**config.mk**
```make
export PLATFORM = sky130hd
export DESIGN_NAME = tow_referee
export DESIGN_NICKNAME = d
export VERILOG_FILES = /design/src/rtl/tow_referee.sv
export SDC_FILE = /design/constraint.sdc
export NUM_CORES = 1
export LEC_CHECK = 0
export ABC_CLOCK_PERIOD_IN_PS = 2000
export BUFFER_PORTS_ARGS = -buffer_cell sky130_fd_sc_hd__buf_2
export CAP_MARGIN = 20
export CORE_AREA = 8 8 69 77
export DETAILED_ROUTE_END_ITERATION = 7
export DIE_AREA = 0 0 77 85
export SETUP_SLACK_MARGIN = 0.15
export SYNTH_ARGS = -nofsm -noshare
export SYNTH_HDL_FRONTEND = slang
export SYNTH_SLANG_ARGS = --single-unit
```
**constraint.sdc**
```tcl
create_clock -name clk -period 2 [get_ports clk]
set_input_delay 0.2 -clock clk [delete_from_list [all_inputs] [get_ports clk]]
set_output_delay 0.2 -clock clk [all_outputs]
set_load 0.05 [all_outputs]
```
**src/rtl/tow_referee.sv**
```systemverilog
// Tug-of-war round referee: turns button edges into arbitrated push events,
// moves the rope, detects wins and false starts, and keeps saturating scores.
module tow_referee #(
    parameter int NUM_POS = 9,
    parameter int POS_W   = 4,
    parameter int SCORE_W = 4
) (
    input  logic               clk,
    input  logic               rst,
    input  logic               pbl,
    input  logic               pbr,
    input  logic               leds_on,
    input  logic               clear,
    output logic               winrnd,
    output logic               last_win,
    output logic [POS_W-1:0]   rope_pos,
    output logic [SCORE_W-1:0] score_l,
    output logic [SCORE_W-1:0] score_r
);

    typedef enum logic [1:0] {
        ST_WAIT = 2'd0,
        ST_DARK = 2'd1,
        ST_PLAY = 2'd2,
        ST_WON  = 2'd3
    } st_e;

    localparam logic [POS_W-1:0]   CENTER    = POS_W'((NUM_POS - 1) / 2);
    localparam logic [POS_W-1:0]   POS_MAX   = POS_W'(NUM_POS - 1);
    localparam logic [POS_W-1:0]   POS_ONE   = POS_W'(1);
    localparam logic [SCORE_W-1:0] SCORE_MAX = {SCORE_W{1'b1}};
    localparam logic [SCORE_W-1:0] SCORE_ONE = SCORE_W'(1);

    st_e                st_q, st_d;
    logic [POS_W-1:0]   rope_q, rope_d;
    logic               winrnd_q, winrnd_d;
    logic               last_win_q, last_win_d;
    logic [SCORE_W-1:0] score_l_q, score_l_d;
    logic [SCORE_W-1:0] score_r_q, score_r_d;
    logic               pri_q, pri_d;
    logic               pl_q, pr_q;

    logic ev_l_s, ev_r_s, tie_s, gnt_l_s, gnt_r_s, live_s;

    function automatic logic [SCORE_W-1:0] sat_inc(input logic [SCORE_W-1:0] v);
        if (v == SCORE_MAX) begin
            return v;
        end else begin
            return v + SCORE_ONE;
        end
    endfunction

    // Edge detection and tie arbitration; the pri holder wins a tie.
    always_comb begin
        ev_l_s  = pbl & ~pl_q;
        ev_r_s  = pbr & ~pr_q;
        tie_s   = ev_l_s & ev_r_s;
        gnt_l_s = ev_l_s & (~ev_r_s | ~pri_q);
        gnt_r_s = ev_r_s & (~ev_l_s | pri_q);
        live_s  = ~clear & ((st_q == ST_DARK) | (st_q == ST_PLAY));
    end

    // State register plus all registered outputs.
    always_ff @(posedge clk or negedge rst) begin
        if (!rst) begin
            st_q       <= ST_WAIT;
            rope_q     <= CENTER;
            winrnd_q   <= 1'b0;
            last_win_q <= 1'b0;
            score_l_q  <= {SCORE_W{1'b0}};
            score_r_q  <= {SCORE_W{1'b0}};
            pri_q      <= 1'b0;
            pl_q       <= 1'b0;
            pr_q       <= 1'b0;
        end else begin
            st_q       <= st_d;
            rope_q     <= rope_d;
            winrnd_q   <= winrnd_d;
            last_win_q <= last_win_d;
            score_l_q  <= score_l_d;
            score_r_q  <= score_r_d;
            pri_q      <= pri_d;
            pl_q       <= pbl;
            pr_q       <= pbr;
        end
    end

    // Next-state logic; clear overrides every state.
    always_comb begin
        st_d       = st_q;
        rope_d     = rope_q;
        winrnd_d   = winrnd_q;
        last_win_d = last_win_q;
        score_l_d  = score_l_q;
        score_r_d  = score_r_q;
        pri_d      = pri_q;

        // Priority only rotates on ties that are actually acted upon.
        if (tie_s && live_s) begin
            pri_d = ~pri_q;
        end else begin
            pri_d = pri_q;
        end

        if (clear) begin
            st_d     = ST_WAIT;
            rope_d   = CENTER;
            winrnd_d = 1'b0;
        end else begin
            case (st_q)
                ST_WAIT: begin
                    st_d = leds_on ? ST_PLAY : ST_DARK;
                end
                ST_DARK: begin
                    // A push in the dark hands the round to the opponent.
                    if (gnt_l_s) begin
                        st_d       = ST_WON;
                        score_r_d  = sat_inc(score_r_q);
                        last_win_d = 1'b1;
                        winrnd_d   = 1'b1;
                    end else if (gnt_r_s) begin
                        st_d       = ST_WON;
                        score_l_d  = sat_inc(score_l_q);
                        last_win_d = 1'b0;
                        winrnd_d   = 1'b1;
                    end else if (leds_on) begin
                        st_d = ST_PLAY;
                    end else begin
                        st_d = ST_DARK;
                    end
                end
                ST_PLAY: begin
                    if (gnt_l_s) begin
                        rope_d = rope_q - POS_ONE;
                        if (rope_q == POS_ONE) begin
                            st_d       = ST_WON;
                            score_l_d  = sat_inc(score_l_q);
                            last_win_d = 1'b0;
                            winrnd_d   = 1'b1;
                        end else begin
                            st_d = ST_PLAY;
                        end
                    end else if (gnt_r_s) begin
                        rope_d = rope_q + POS_ONE;
                        if (rope_q == (POS_MAX - POS_ONE)) begin
                            st_d       = ST_WON;
                            score_r_d  = sat_inc(score_r_q);
                            last_win_d = 1'b1;
                            winrnd_d   = 1'b1;
                        end else begin
                            st_d = ST_PLAY;
                        end
                    end else begin
                        st_d = ST_PLAY;
                    end
                end
                ST_WON: begin
                    st_d     = ST_WON;
                    winrnd_d = 1'b1;
                end
                default: begin
                    st_d = ST_WAIT;
                end
            endcase
        end
    end

    assign winrnd   = winrnd_q;
    assign last_win = last_win_q;
    assign rope_pos = rope_q;
    assign score_l  = score_l_q;
    assign score_r  = score_r_q;

endmodule
```
==> impl_results.md <==
- Worst path required time: 2190 ps
- Initial antenna violation count: 0
- WP buf/inv: 2
- H-tree depth: 1
- Clk slew on worst S/H paths: 70 ps
- Seq/Total Area, Yosys: 37.80%
- First-pass iteration count of the detailed router: 4
- PortBufs: 19
- Vias: 982
- CP Launch Type: flip-flop
- P&R area growth vs syn: 26.79%
- Clock sink count: 19
- Vias in the first global route: 999
- Synth area leaders: dfrtp_1, ha_1, xnor2_1
- RSZ-0062 raised after global routing: yes
- Fmax: 0.5463 GHz
- Clock skew: 6.810 ps
- Total power: 1.901 mW
- Mapped Cells: 114
- Distinct cells, synth: 46
- Syn nets: 131
- Crit-path cells: inv_2, ha_4, nor2_4, a2111oi_4, nand3_2, buf_6, nor3b_2, xor2_1
- DR DRC count: 0
- Pin count of the biggest net entering global routing: 20
- P per Cell Area: 1189 mW/mm^2
- Synth cell count leaders: dfrtp_1, ha_1, nor2_1, xnor2_1, inv_1
- Die ar.: 0.006545 mm^2
- Clk buf depth: 2
- Die width: 77 um
- Syn Std Cell Area: 0.001261 mm^2
- First-pass GRT wire length: 4.830 mm
- Clock Latency Late Sink: 260 ps
- Num rows: 25
- Final TNS setup: 0 ps
- Total grt overflow: 0
- Fillers: 433
- Place WS: 87.48 ps
- Dpl cells: 186
- Max_cap viols: 0
- Routed len/inst: 15.37 um
- Top Family by Delay on Critical Path: flip-flops
- Top cell type's share of synthesized area: 35.71%
- Ant diodes: 0
- Hold Vio Cnt, Final: 0
- Tmin final: 1830 ps
- Period utilization: 91.52%
- Layout cell share with drive strength beyond 1: 41.78%
- Status: complete, no violations
- CP Max Fanout: 6
- Leakage: 0.6893 nW
- GRT Total Usage: 9.185%
- Setup crit end kind: flip-flop
- Post-synth top area cell: dfrtp_1
- Main synth FF type: dfrtp_1
- Setup ws final: 169.6 ps
- Least-Margin Pin Slew: 457.8 ps
- CTS buffer count: 3
- Count leader, synth: dfrtp_1
- Slew headroom: 69.48%
- Die Y: 85 um
- DRT Wirelength: 3.073 mm
- Worst-path cell with the longest stage delay: dfrtp_2
- Final Non-Filler Cells: 200
- Hold Crit Class: input pin to flip-flop
- Peak supply drop: 0.2989 mV
- Clock root cell: clkbuf_8
- DR vias/cell: 4.910
- Share of flip-flops with an asynchronous set or reset: 100.0%
- Yosys warnings: 0
- TritonCTS clock tree: built
- IO Pins: 20
- Syn avg cell area: 11.06 um^2
- Pins Over Slew Limit: 0
- Post-route ant nets: 0
- Final setup vio count: 0
- Starting Density: 30.55%
- CP max stage delay: 440 ps
- CP Class: flip-flop to flip-flop
- Number of flops mapped to enable cells by yosys: 0
- Critical Path AT: 2020 ps
- Placed wire-length estimate: 2.224 mm
- Drt initial violations: 62
- Min Hold Slack: 90.00 ps
- Core area: 0.004129 mm^2
- Yosys reg bits: 19
- GP Congestion: 0.8239
- # nets final: 164
## cells by family (layout without fill, tap and decap cells)
kind of cell    count (synthesis)  count (layout)  synth area share [%]
flops                          19              19                 37.80
mux                             6               6                 5.456
buf+inv                         9              41                 4.366
simple gates                   39              39                 20.73
fa+ha+maj                      11              11                 10.91
compound gates                 21              21                 14.49
xor+xnor                        9               9                 6.250
## what timing repair did
action                     4_1_cts  5_1_grt
buffers inserted                 4        5
setup endpoints to repair        4        5
hold endpoints to repair        18        0
cloned                           0        0
resized for setup                3        8
hold buffers                     1        0
pin swaps                        4        4
## power breakdown
| part | internal [mW] | switching [mW] | leakage [nW] |
|---|---|---|---|
| registers | 0.504 | 0.128 | 0.233 |
| logic | 0.346 | 0.649 | 0.434 |
| clock network | 0.142 | 0.132 | 0.0228 |
## state kept, by name, indices dropped and copies added, names as in the netlist
signal	count
winrnd	1
last_win	1
st_q	2
pl_q	1
score_l	4
rope_pos	4
pri_q	1
pr_q	1
score_r	4
## metal layers
| metal | part of all wire (%) | GRT usage [%] |
|---|---|---|
| met4 | 2.0 | 4.639 |
| met3 | 4.3 | 2.537 |
| met5 | 0 | 0 |
| met2 | 53 | 16.32 |
| met1 | 41 | 9.695 |
## stage by stage
step           cell area [um^2]  util (%)
2_1_floorplan              1281         -
3_3_place_gp               1429     34.61
3_5_place_dp               1429     34.61
4_1_cts                    1539     37.27
5_1_grt                    1599     38.73
6_report                   1599     38.73
## layout make-up
class	count	area, um^2	area share (%)
well taps	54	67.56	4.225
multi-input cells	86	789.5	49.37
flip-flops and latches	19	480.5	30.05
clock buffers	4	45.04	2.817
inverters	6	25.02	1.565
repair buffers	31	191.4	11.97
## path summary, 6_finish.rpt
check	from	endpoint	slack, ps	cells past startpoint
max in group asynchronous	rst	rope_pos[0]	1240	2
worst max register to register	st_q[1]	score_r[2]	170	8
min in group asynchronous	rst	st_q[0]	410	2
worst max-delay path	st_q[1]	score_r[2]	170	8
worst min-delay path	pbr	pr_q	90	1
worst min register to register	score_r[3]	score_r[3]	500	1
## cell usage in the layout (no fill, tap or decap), types with 4 or more instances in the layout
cell type and instances:
buf_2 19, dfrtp_1 15, buf_4 10, ha_1 8, xnor2_1 6, nor2_1 5
nor3_1 4
No activity file was read; power rests on OpenSTA's default activity.
